`src/rtl/bpu_update_queue.sv`:
```
`default_nettype none
// ============================================================================
// Module  : bpu_update_queue
// Purpose : Small circular FIFO that buffers resolved-branch updates on their
//           way to the pattern-history-table write port. Updates are drained
//           one per cycle in arrival order unless 'freeze' is high. When the
//           queue is full, new updates are dropped and counted.
// Ports   : clk, resetn (synchronous, active-low)
//           res_valid/res_index/res_take -> res_ready     enqueue side
//           freeze -> wen/write_index/take                predictor write side
//           lookup_index -> pending_hit/pending_take      pending-update lookup
//           drop_cnt                                      saturating drop count
// Config  : BPQ_BYPASS_EN - when defined, enables the pending-update lookup.
//           When undefined, pending_hit/pending_take are tied to 0.
// Rev     : 1.0 - initial release
// ============================================================================
module bpu_update_queue #(
    parameter int IDX_W = 8,
    parameter int DEPTH = 4
) (
    input  logic             clk,
    input  logic             resetn,
    input  logic             res_valid,
    input  logic [IDX_W-1:0] res_index,
    input  logic             res_take,
    output logic             res_ready,
    input  logic             freeze,
    output logic             wen,
    output logic [IDX_W-1:0] write_index,
    output logic             take,
    input  logic [IDX_W-1:0] lookup_index,
    output logic             pending_hit,
    output logic             pending_take,
    output logic [7:0]       drop_cnt
);

    localparam int AW    = $clog2(DEPTH);
    localparam int PTR_W = AW + 1;

    // Entry storage carries no reset; validity comes only from the pointers.
    logic [IDX_W-1:0] idx_mem_q  [DEPTH];
    logic             take_mem_q [DEPTH];

    logic [PTR_W-1:0] wr_ptr_q, wr_ptr_d;
    logic [PTR_W-1:0] rd_ptr_q, rd_ptr_d;
    logic [7:0]       drop_cnt_q, drop_cnt_d;

    logic             w_empty;
    logic             w_full;
    logic             w_enq;
    logic             w_deq;
    logic [PTR_W-1:0] w_count;

    // Extra pointer bit distinguishes full from empty when the slot bits match.
    assign w_empty = (wr_ptr_q == rd_ptr_q);
    assign w_full  = (wr_ptr_q[AW] != rd_ptr_q[AW]) &&
                     (wr_ptr_q[AW-1:0] == rd_ptr_q[AW-1:0]);
    assign w_count = wr_ptr_q - rd_ptr_q;

    // Ready is based on registered state only: no credit for a same-cycle drain.
    assign res_ready = !w_full;
    assign w_enq     = res_valid && !w_full;
    assign w_deq     = !w_empty && !freeze;

    assign wen         = w_deq;
    assign write_index = w_empty ? '0   : idx_mem_q[rd_ptr_q[AW-1:0]];
    assign take        = w_empty ? 1'b0 : take_mem_q[rd_ptr_q[AW-1:0]];
    assign drop_cnt    = drop_cnt_q;

    always_comb begin
        wr_ptr_d   = wr_ptr_q;
        rd_ptr_d   = rd_ptr_q;
        drop_cnt_d = drop_cnt_q;
        if (w_enq) begin
            wr_ptr_d = wr_ptr_q + PTR_W'(1);
        end
        if (w_deq) begin
            rd_ptr_d = rd_ptr_q + PTR_W'(1);
        end
        if (res_valid && w_full && (drop_cnt_q != 8'hFF)) begin
            drop_cnt_d = drop_cnt_q + 8'd1;
        end
    end

    always_ff @(posedge clk) begin
        if (!resetn) begin
            wr_ptr_q   <= '0;
            rd_ptr_q   <= '0;
            drop_cnt_q <= '0;
        end else begin
            wr_ptr_q   <= wr_ptr_d;
            rd_ptr_q   <= rd_ptr_d;
            drop_cnt_q <= drop_cnt_d;
        end
    end

    always_ff @(posedge clk) begin
        if (w_enq) begin
            idx_mem_q[wr_ptr_q[AW-1:0]]  <= res_index;
            take_mem_q[wr_ptr_q[AW-1:0]] <= res_take;
        end
    end

`ifdef BPQ_BYPASS_EN
    // Walk valid entries oldest to youngest so the last match wins, giving the
    // youngest matching direction. The head is included even while draining;
    // this cycle's res_* inputs are not visible until they are stored.
    always_comb begin
        logic [AW-1:0] slot;
        pending_hit  = 1'b0;
        pending_take = 1'b0;
        slot         = '0;
        for (int k = 0; k < DEPTH; k++) begin
            slot = rd_ptr_q[AW-1:0] + AW'(k);
            if ((PTR_W'(k) < w_count) && (idx_mem_q[slot] == lookup_index)) begin
                pending_hit  = 1'b1;
                pending_take = take_mem_q[slot];
            end
        end
    end
`else
    logic lookup_unused;
    assign lookup_unused = ^{lookup_index, w_count};
    assign pending_hit   = 1'b0;
    assign pending_take  = 1'b0;
`endif

endmodule
`default_nettype wire

```
`config.mk`:
```
export PLATFORM = sky130hd
export DESIGN_NAME = bpu_update_queue
export DESIGN_NICKNAME = d
export VERILOG_FILES = /design/src/rtl/bpu_update_queue.sv
export SDC_FILE = /design/constraint.sdc
export NUM_CORES = 1
export LEC_CHECK = 0
export BUFFER_PORTS_ARGS = -buffer_cell sky130_fd_sc_hd__buf_2
export CORE_AREA = 10 10 76 78
export CTS_CLUSTER_SIZE = 30
export DETAILED_ROUTE_END_ITERATION = 16
export DIE_AREA = 0 0 86 88
export PLACE_DENSITY = 0.76
export SLEW_MARGIN = 5
export SYNTH_ARGS = -nofsm -noshare
export SYNTH_HDL_FRONTEND = slang
export SYNTH_SLANG_ARGS = --single-unit
```
`constraint.sdc`:
```
create_clock -name clk -period 2.1 [get_ports clk]
set_input_delay 0.42 -clock clk [delete_from_list [all_inputs] [get_ports clk]]
set_output_delay 0.42 -clock clk [all_outputs]
set_load 0.05 [all_outputs]
```
==> flow_summary.yaml, run 1 <==
status:
  status: "completed"
critical_path:
  path_max_fanout: 4
  crit_arrival_ns: 1.62
  worstPathRequired_ns: 1.68
  slowest_delay_ns: 0.48
  r2r-end: "drop_cnt[7]"
  path_cells: "clkbuf_16 -> mux4_2 -> nor2b_1 -> buf_4"
  r2r_cells: 4
  cp-end-kind: "primary output"
  r2r_slack_ns: 0.30
  critPathSlowestCell: "mux4_2"
  endpoint: "write_index[3]"
  timing.rr.start: "wr_ptr_q[0]"
  critPathLaunchType: "flop"
  path_class: "reg2out"
sta:
  hold-worst-slack_ns: 0.3244
  rsz0062_at_grt: "false"
  relSlewSlack: 0.6447
  drv_slew: 0
  max_freq_ghz: 0.4908
  finalHoldViolCount: 0
  fin_crit_sh: 0.9703
  tns_ns: 0
  period_minus_slack_ns: 2.038
  setup_viol: 0
  worst_pin_slew_ns: 0.5263
  fin_skew_ns: 0.008047
synthesis:
  synth_edf_count: 36
  async_flop_share: 0
  yosysWarnings: 0
  ys_types: 39
  synthTopCellsByArea: "edfxtp_1, dfxtp_1, mux4_2"
  netlist_top_cells_count: "edfxtp_1, dfxtp_1, mux4_2, nor2b_1, a21oi_1"
  yosysMostFrequentCell: "edfxtp_1"
  synth_top_cell_area_share: 0.4843
  synth-main-ff-cell: "edfxtp_1"
  synth.cell_area_um2: 2232
  synth.largest_area_cell: "edfxtp_1"
  syn_inst: 151
  postSynthAreaPerCell_um2: 14.78
  synth.yosys.seq_area_share: 0.6278
  ys_seq_elements: 52
die:
  dieArea_um2: 7568
  start_util: 0.5198
  fp.dieW_um: 86
  rows: 24
  dieHeight_um: 88
  core_um2: 4294
  io_pins: 42
drt:
  vias: 1339
  postRouteWirelength_um: 4174
  dr_wl_met2_um: 2219
  drcViolationCount: 0
  vias_per_cell: 5.556
  top_layer: "met4"
  wire_per_inst_um: 17.32
  wl_met1_um: 1700
  met3WireLength_um: 217
  dr.pass1.iters: 4
  ant_nets: 0
  dr.first_iter.drc_count: 114
finish:
  diodes: 0
  regArea_um2: 1414
  multi_input_area_um2: 792.0
  fillers: 321
  fin_nets: 215
  drive_gt1_frac: 0.3598
  synthToLayoutAreaGrowth_pct: 18.22
grt:
  grt_pass1_vias: 1484
  grt_pass1_wl_um: 6775
  grt_start_max_net_pins: 17
  grt.overflow.total: 0
  grtUsageTotal: 0.1148
  antenna_found_initial: 0
clocking:
  cts_buffer_depth: 2
  root_buffer: "clkbuf_8"
  cts_setup_buffers: 0
  cts_tree: "built"
  clk_pin_slew_ns: 0.09
  worst_skew_pair.late_latency_ns: 0.30
  cts_made_buffers: 5
  clkSinkCount: 52
  htreeDepth: 2
placement:
  gp_congestion: 0.8001
  portBuffers: 31
  hpwl_um: 2982
min_path:
  min-delay-path-class: "in2reg"
power_and_ir_drop:
  peakVddDrop_uv: 478.5
  p_leak_nw: 0.9453
  power_density_nw_per_um2: 1006
job:
  maxCapViolations: 0
[cell usage in the layout, fill, tap and decap left out, types with 2 or more instances in the layout]
cell | synthesis | routed
o31ai_1 | 4 | 4
nor2b_1 | 9 | 9
dfxtp_1 | 16 | 8
xor2_2 | 1 | 3
buf_2 | 1 | 23
buf_6 | 1 | 2
buf_4 | 2 | 8
conb_1 | 1 | 2
clkbuf_8 | 0 | 5
a31oi_1 | 2 | 2
mux4_2 | 9 | 9
edfxtp_1 | 36 | 36
and2_1 | 4 | 4
inv_1 | 5 | 5
dfxtp_2 | 0 | 7
mux2i_1 | 2 | 2
or4_1 | 4 | 4
a21oi_1 | 7 | 7
xnor2_1 | 4 | 4
ha_1 | 6 | 6
o21ai_0 | 2 | 2
nand3_1 | 5 | 5
nand2_1 | 6 | 6
nor2_1 | 4 | 4
[stage by stage]
stage          total power [mW]  area (um2)  instances  setup slack, ns  utilization
6_report                  2.656        2639        241          0.06238       0.6145
5_1_grt                   2.769        2639        241         0.005869       0.6145
4_1_cts                   2.630        2582        240         0.002869       0.6014
3_5_place_dp              1.914        2440        232           0.2322       0.5682
3_3_place_gp              1.892        2440        232           0.2758       0.5682
2_1_floorplan             1.730        2236        152          0.03631            -
[worst min-delay path by stage]
stage | depth (start not counted) | endpoint | startpoint
2_1_floorplan | 0 | idx_mem_q[0][0] | res_index[0]
3_3_place_gp | 2 | drop_cnt[1] | drop_cnt[1]
3_5_place_dp | 2 | drop_cnt[6] | drop_cnt[6]
4_1_cts | 1 | idx_mem_q[0][0] | res_index[0]
5_1_grt | 1 | idx_mem_q[1][7] | res_index[7]
6_report | 1 | idx_mem_q[2][0] | res_index[0]
[timing repair]
action,CTS,global route
hold buffers,0,0
resized for setup,11,13
gates cloned,0,1
setup endpoints to repair,9,9
[kinds of logic after synthesis]
logic type,after synthesis,share of synthesized area
buf+inv,11,0.02578
fa+ha+maj,6,0.03363
simple gates,39,0.1015
mux,11,0.09977
xor+xnor,9,0.04204
compound gates,22,0.06783
flops,52,0.6278
other cells,1,0.001680
[worst max-delay path: cells and delay by family (launching register included)]
family | cells | cell delay, ns
mux | 1 | 0.48
buf+inv | 2 | 0.33
flops | 1 | 0.37
simple gates | 1 | 0.14
[area by class of cell]
type | instances | area share
flip-flops and latches | 52 | 0.5358
multi-input cells | 89 | 0.3001
well taps | 52 | 0.02466
repair buffers | 35 | 0.09009
clock buffers | 5 | 0.02608
inverters | 5 | 0.007112
clock inverters | 3 | 0.01612
[flip-flops by register name (all words and copies together) (netlist names), named ones only]
name	cells
rd_ptr_q	3
wr_ptr_q	3
take_mem_q	4
drop_cnt	8
idx_mem_q	32
[per-layer routing]
layer / up-vias / GRT usage
met5: - / 0
met2: 35 / 0.2143
met1: 657 / 0.1091
li1: 643 / -
met4: 0 / 0.03743
met3: 4 / 0.05200
[power by group]
group	internal (mW)	total [mW]	switching, mW	leakage, nW
Sequential	1.16	1.21	0.0480	0.464
Clock	0.353	0.674	0.321	0.0541
Combinational	0.305	0.775	0.470	0.427
(Power assumes the default switching activity.)
==> inputs of run 2 (changes only) <==
RECOVER_POWER = 25   (was default)
==> flow_summary.yaml, run 2 (synthesis gave the netlist of run 1 again) <==
sta:
  finalHoldViolCount: 0
  drv_slew: 0
  setup_viol: 0
  fin_ws_ns: 0.06257
  worst_pin_slew_ns: 0.5263
  fin_skew_ns: 0.008832
  fin_crit_sh: 0.9702
  period_minus_slack_ns: 2.037
  tns_ns: 0
  rsz0062_at_grt: "false"
  max_freq_ghz: 0.4908
  hold-worst-slack_ns: 0.3650
  relSlewSlack: 0.6447
grt:
  grt_pass1_vias: 1484
  grtUsageTotal: 0.1148
  grt_start_max_net_pins: 17
  grt_pass1_wl_um: 6775
  grt.overflow.total: 0
  antenna_found_initial: 0
power_and_ir_drop:
  p_leak_nw: 0.9205
  power_density_nw_per_um2: 1011
  peakVddDrop_uv: 478.9
clocking:
  cts_buffer_depth: 2
  clkSinkCount: 52
  worst_skew_pair.late_latency_ns: 0.30
  cts_made_buffers: 5
  cts_tree: "built"
  cts_setup_buffers: 0
  root_buffer: "clkbuf_8"
  htreeDepth: 2
  clk_pin_slew_ns: 0.10
die:
  start_util: 0.5198
  dieHeight_um: 88
  rows: 24
  io_pins: 42
  dieArea_um2: 7568
  core_um2: 4294
  fp.dieW_um: 86
drt:
  dr.first_iter.drc_count: 116
  vias_per_cell: 5.581
  vias: 1345
  ant_nets: 0
  postRouteWirelength_um: 4191
  wire_per_inst_um: 17.39
  drcViolationCount: 0
  dr.pass1.iters: 4
critical_path:
  path_class: "reg2out"
  critPathSlowestCell: "mux4_2"
  slowest_delay_ns: 0.48
  path_max_fanout: 4
  path_buf_inv: 2
  cp-end-kind: "primary output"
  crit_family: "multiplexers"
  crit_arrival_ns: 1.62
  worstPathRequired_ns: 1.68
  critPathLaunchType: "flop"
  path_cells: "clkbuf_16 -> mux4_2 -> nor2b_1 -> buf_4"
job:
  maxCapViolations: 0
finish:
  final_util: 0.6119
  fin_nets: 215
  synthToLayoutAreaGrowth_pct: 17.71
  fillers: 328
  instances_no_fill: 241
  largest_reg_flops: 32
  final_common_cell: "edfxtp_1"
  drive_gt1_frac: 0.3122
  layout_common_cells: "edfxtp_1, buf_2, mux4_2, nor2b_1, clkbuf_1"
  diodes: 0
placement:
  dpl_worst_slack_ns: 0.2322
  gp_congestion: 0.8001
  hpwl_um: 2982
  portBuffers: 31
  dp.cells: 232
min_path:
  min-delay-path-class: "in2reg"
status:
  status: "completed"
run 2: changes by cell type in the layout (fill, tap and decap cells not counted):
cell / before / now
clkbuf_1: 0 / 9
buf_2: 23 / 14
run 2: path summary, 6_finish.rpt:
path,endpoint,cells after the start,slack (ns),from
hold reg to reg,drop_cnt[6],2,0.50,drop_cnt[6]
hold / removal,idx_mem_q[2][0],1,0.37,res_index[0]
setup reg to reg,drop_cnt[7],4,0.30,wr_ptr_q[0]
setup / recovery,write_index[3],4,0.06,flop
run 2: final cells by class:
cell class | instances | area [um2] | area share
repair buffers | 35 | 226.5 | 0.08619
well taps | 52 | 65.06 | 0.02476
clock inverters | 3 | 42.54 | 0.01619
multi-input cells | 89 | 792.0 | 0.3014
inverters | 5 | 18.77 | 0.007143
flip-flops and latches | 52 | 1414 | 0.5381
clock buffers | 5 | 68.82 | 0.02619
run 2: worst reg2reg max path, delay by kind of cell, from the launching register on:
kind             cells  cell delay [ns]
AND/OR/NAND/NOR      2             0.89
flip-flops           1             0.38
AO/OA/AOI/OAI        1             0.16
XOR/XNOR             1             0.30
run 2: routing by layer:
| layer | global-route usage | vias to the layer above | wire length (um) |
|---|---|---|---|
| met1 | 0.1091 | 661 | 1679 |
| met2 | 0.2143 | 38 | 2223 |
| met3 | 0.05200 | 4 | 251 |
| met5 | 0 | - | 0 |
| li1 | - | 642 | - |
| met4 | 0.03743 | 0 | 37 |
run 2: where the power goes:
group / internal (mW) / switching [mW]
Combinational: 0.303 / 0.470
Clock: 0.353 / 0.323
Sequential: 1.16 / 0.0481
run 2: through the flow:
| step | instance area, um2 | total power [mW] |
|---|---|---|
| after CTS | 2582 | 2.630 |
| after detailed placement | 2440 | 1.914 |
| after global routing | 2628 | 2.766 |
| after global placement | 2440 | 1.892 |
| final | 2628 | 2.656 |
| after floorplan | 2236 | 1.730 |
run 2: repair_timing:
action,4_1_cts,5_1_grt
endpoints found under the setup margin,9,9
gates resized for setup,11,13
gates cloned,0,1
hold buffers,0,0
endpoints found under the hold margin,0,0
==> inputs of run 3 (changes only) <==
ABC_AREA = 1   (was default)
CORE_AREA = 10 10 77 79   (was 10 10 76 78)
DIE_AREA = 0 0 87 89   (was 0 0 86 88)
==> flow_summary.yaml, run 3 <==
die:
  core_um2: 4536
  fp.dieW_um: 87
  io_pins: 42
  rows: 25
  dieArea_um2: 7743
  dieHeight_um: 89
  start_util: 0.5153
sta:
  max_freq_ghz: 0.5082
  fin_skew_ns: 0.008745
  rsz0062_at_grt: "false"
  period_minus_slack_ns: 1.968
  setup_viol: 0
  fin_crit_sh: 0.9370
  drv_slew: 0
  finalHoldViolCount: 0
  tns_ns: 0
synthesis:
  postSynthAreaPerCell_um2: 10.16
  netlist_top_cells_count: "nand2_1, edfxtp_1, nor2_1"
  synth_top_cell_area_share: 0.4625
  synth-main-ff-cell: "edfxtp_1"
  synth.yosys.seq_area_share: 0.5996
  synthTopCellsByArea: "edfxtp_1, dfxtp_1, nand2_1"
  yosysMostFrequentCell: "nand2_1"
  synth.largest_area_cell: "edfxtp_1"
  syn_inst: 230
  async_flop_share: 0
  synth.cell_area_um2: 2337
  synth_edf_count: 36
  yosysWarnings: 0
  ys_seq_elements: 52
  ys_types: 25
placement:
  gp_congestion: 0.8164
  portBuffers: 31
  hpwl_um: 3071
clocking:
  htreeDepth: 2
  cts_made_buffers: 5
  clkSinkCount: 52
  clk_pin_slew_ns: 0.08
  worst_skew_pair.late_latency_ns: 0.30
  cts_buffer_depth: 2
  cts_tree: "built"
  root_buffer: "clkbuf_8"
  cts_setup_buffers: 0
grt:
  grtUsageTotal: 0.1193
  grt_pass1_vias: 1605
  grt_pass1_wl_um: 7258
  grt_start_max_net_pins: 20
  grt.overflow.total: 0
  antenna_found_initial: 0
job:
  maxCapViolations: 0
power_and_ir_drop:
  power_frac_seq: 0.511
  power_density_nw_per_um2: 855.1
  peakVddDrop_uv: 366.9
  switching_share: 0.3219
  power_frac_clock: 0.234
  p_leak_nw: 1.130
  p_comb_frac: 0.255
  p_int_mw: 1.564
  switchingPower_mw: 0.7426
  p_total_mw: 2.307
drt:
  dr.pass1.iters: 4
  vias_per_cell: 4.942
  dr.first_iter.drc_count: 59
  postRouteWirelength_um: 4351
  wire_per_inst_um: 13.35
  ant_nets: 0
  drcViolationCount: 0
  vias: 1611
critical_path:
  crit_arrival_ns: 1.55
  path_class: "reg2out"
  path_max_fanout: 10
  critPathLaunchType: "flop"
  worstPathRequired_ns: 1.68
  cp-end-kind: "primary output"
finish:
  drive_gt1_frac: 0.2059
  largest_reg_flops: 32
  fillers: 397
  diodes: 0
  synthToLayoutAreaGrowth_pct: 15.42
  final_common_cell: "nand2_1"
  fin_nets: 298
  layout_common_cells: "nand2_1, edfxtp_1, nor2_1, inv_1, buf_2"
min_path:
  min-delay-path-class: "in2reg"
status:
  status: "completed"
-- run 3: logic make-up after synthesis --
family / synth area share
AOI/OAI and AO/OA: 0.06906
xor gates and xnor gates: 0.02248
adders and majority gates: 0.03212
buffers and inverters: 0.06370
DFF: 0.5996
muxes: 0.03855
other: 0.001604
and+or+nand+nor: 0.1729
-- run 3: worst paths after layout --
path                                   from              end  slack (ns)  cells after the start
worst max-delay path            rd_ptr_q[0]             take        0.13                      8
worst min-delay path               res_take    take_mem_q[3]        0.33                      1
worst max register to register  rd_ptr_q[0]  idx_mem_q[3][6]        0.62                      7
worst min register to register  drop_cnt[7]      drop_cnt[7]        0.49                      2
-- run 3: routing by layer --
metal  vias up  part of all wire  global-route usage
li1        836                 -                   -
met5         -                 0                   0
met1       729              0.44              0.1337
met2        41              0.46              0.1939
met3         5             0.084             0.05652
met4         0             0.013             0.04271
-- run 3: what timing repair did --
action                                  4_1_cts  5_1_grt
cloned                                        0        0
endpoints found under the setup margin        9       10
hold buffers                                  0        0
gates resized for setup                       2       14
-- run 3: power by group through the flow --
stage               registers, mW  clock network, mW  logic (mW)
detailed placement           1.20                  0       0.570
CTS                          1.18              0.557       0.576
global route                 1.19              0.596       0.642
finish                       1.18              0.539       0.589
global placement             1.20                  0       0.562
floorplan                    1.20                  0       0.421
-- run 3: metrics by stage --
step,area (um2),util,instances,hold slack (ns),setup WS (ns)
finish,2698,0.5948,326,0.3305,0.1323
global route,2698,0.5948,326,0.3250,0.001540
CTS,2681,0.5912,326,0.3191,0.006696
detailed placement,2596,0.5724,318,0.4862,0.2802
global placement,2596,0.5724,318,0.4818,0.3255
floorplan,2341,-,231,0.4767,0.3769
-- run 3: cell type report --
type / instances / area, um2 / area share
inverter: 29 / 110.1 / 0.04082
timing repair buffer: 39 / 241.5 / 0.08952
multi-input combinational: 144 / 790.8 / 0.2931
tap: 54 / 67.56 / 0.02505
sequential: 52 / 1406 / 0.5213
clock inverter: 1 / 5.005 / 0.001855
clock buffer: 7 / 76.32 / 0.02829
-- run 3: critical path, stage by stage (launching register included) --
cell and delay [ns]:
dfxtp_1 0.39, inv_1 0.07, nand2_1 0.07, nand2_2 0.08, nand3_1 0.11, buf_4 0.19
nand2_1 0.07, inv_1 0.05, clkbuf_4 0.21
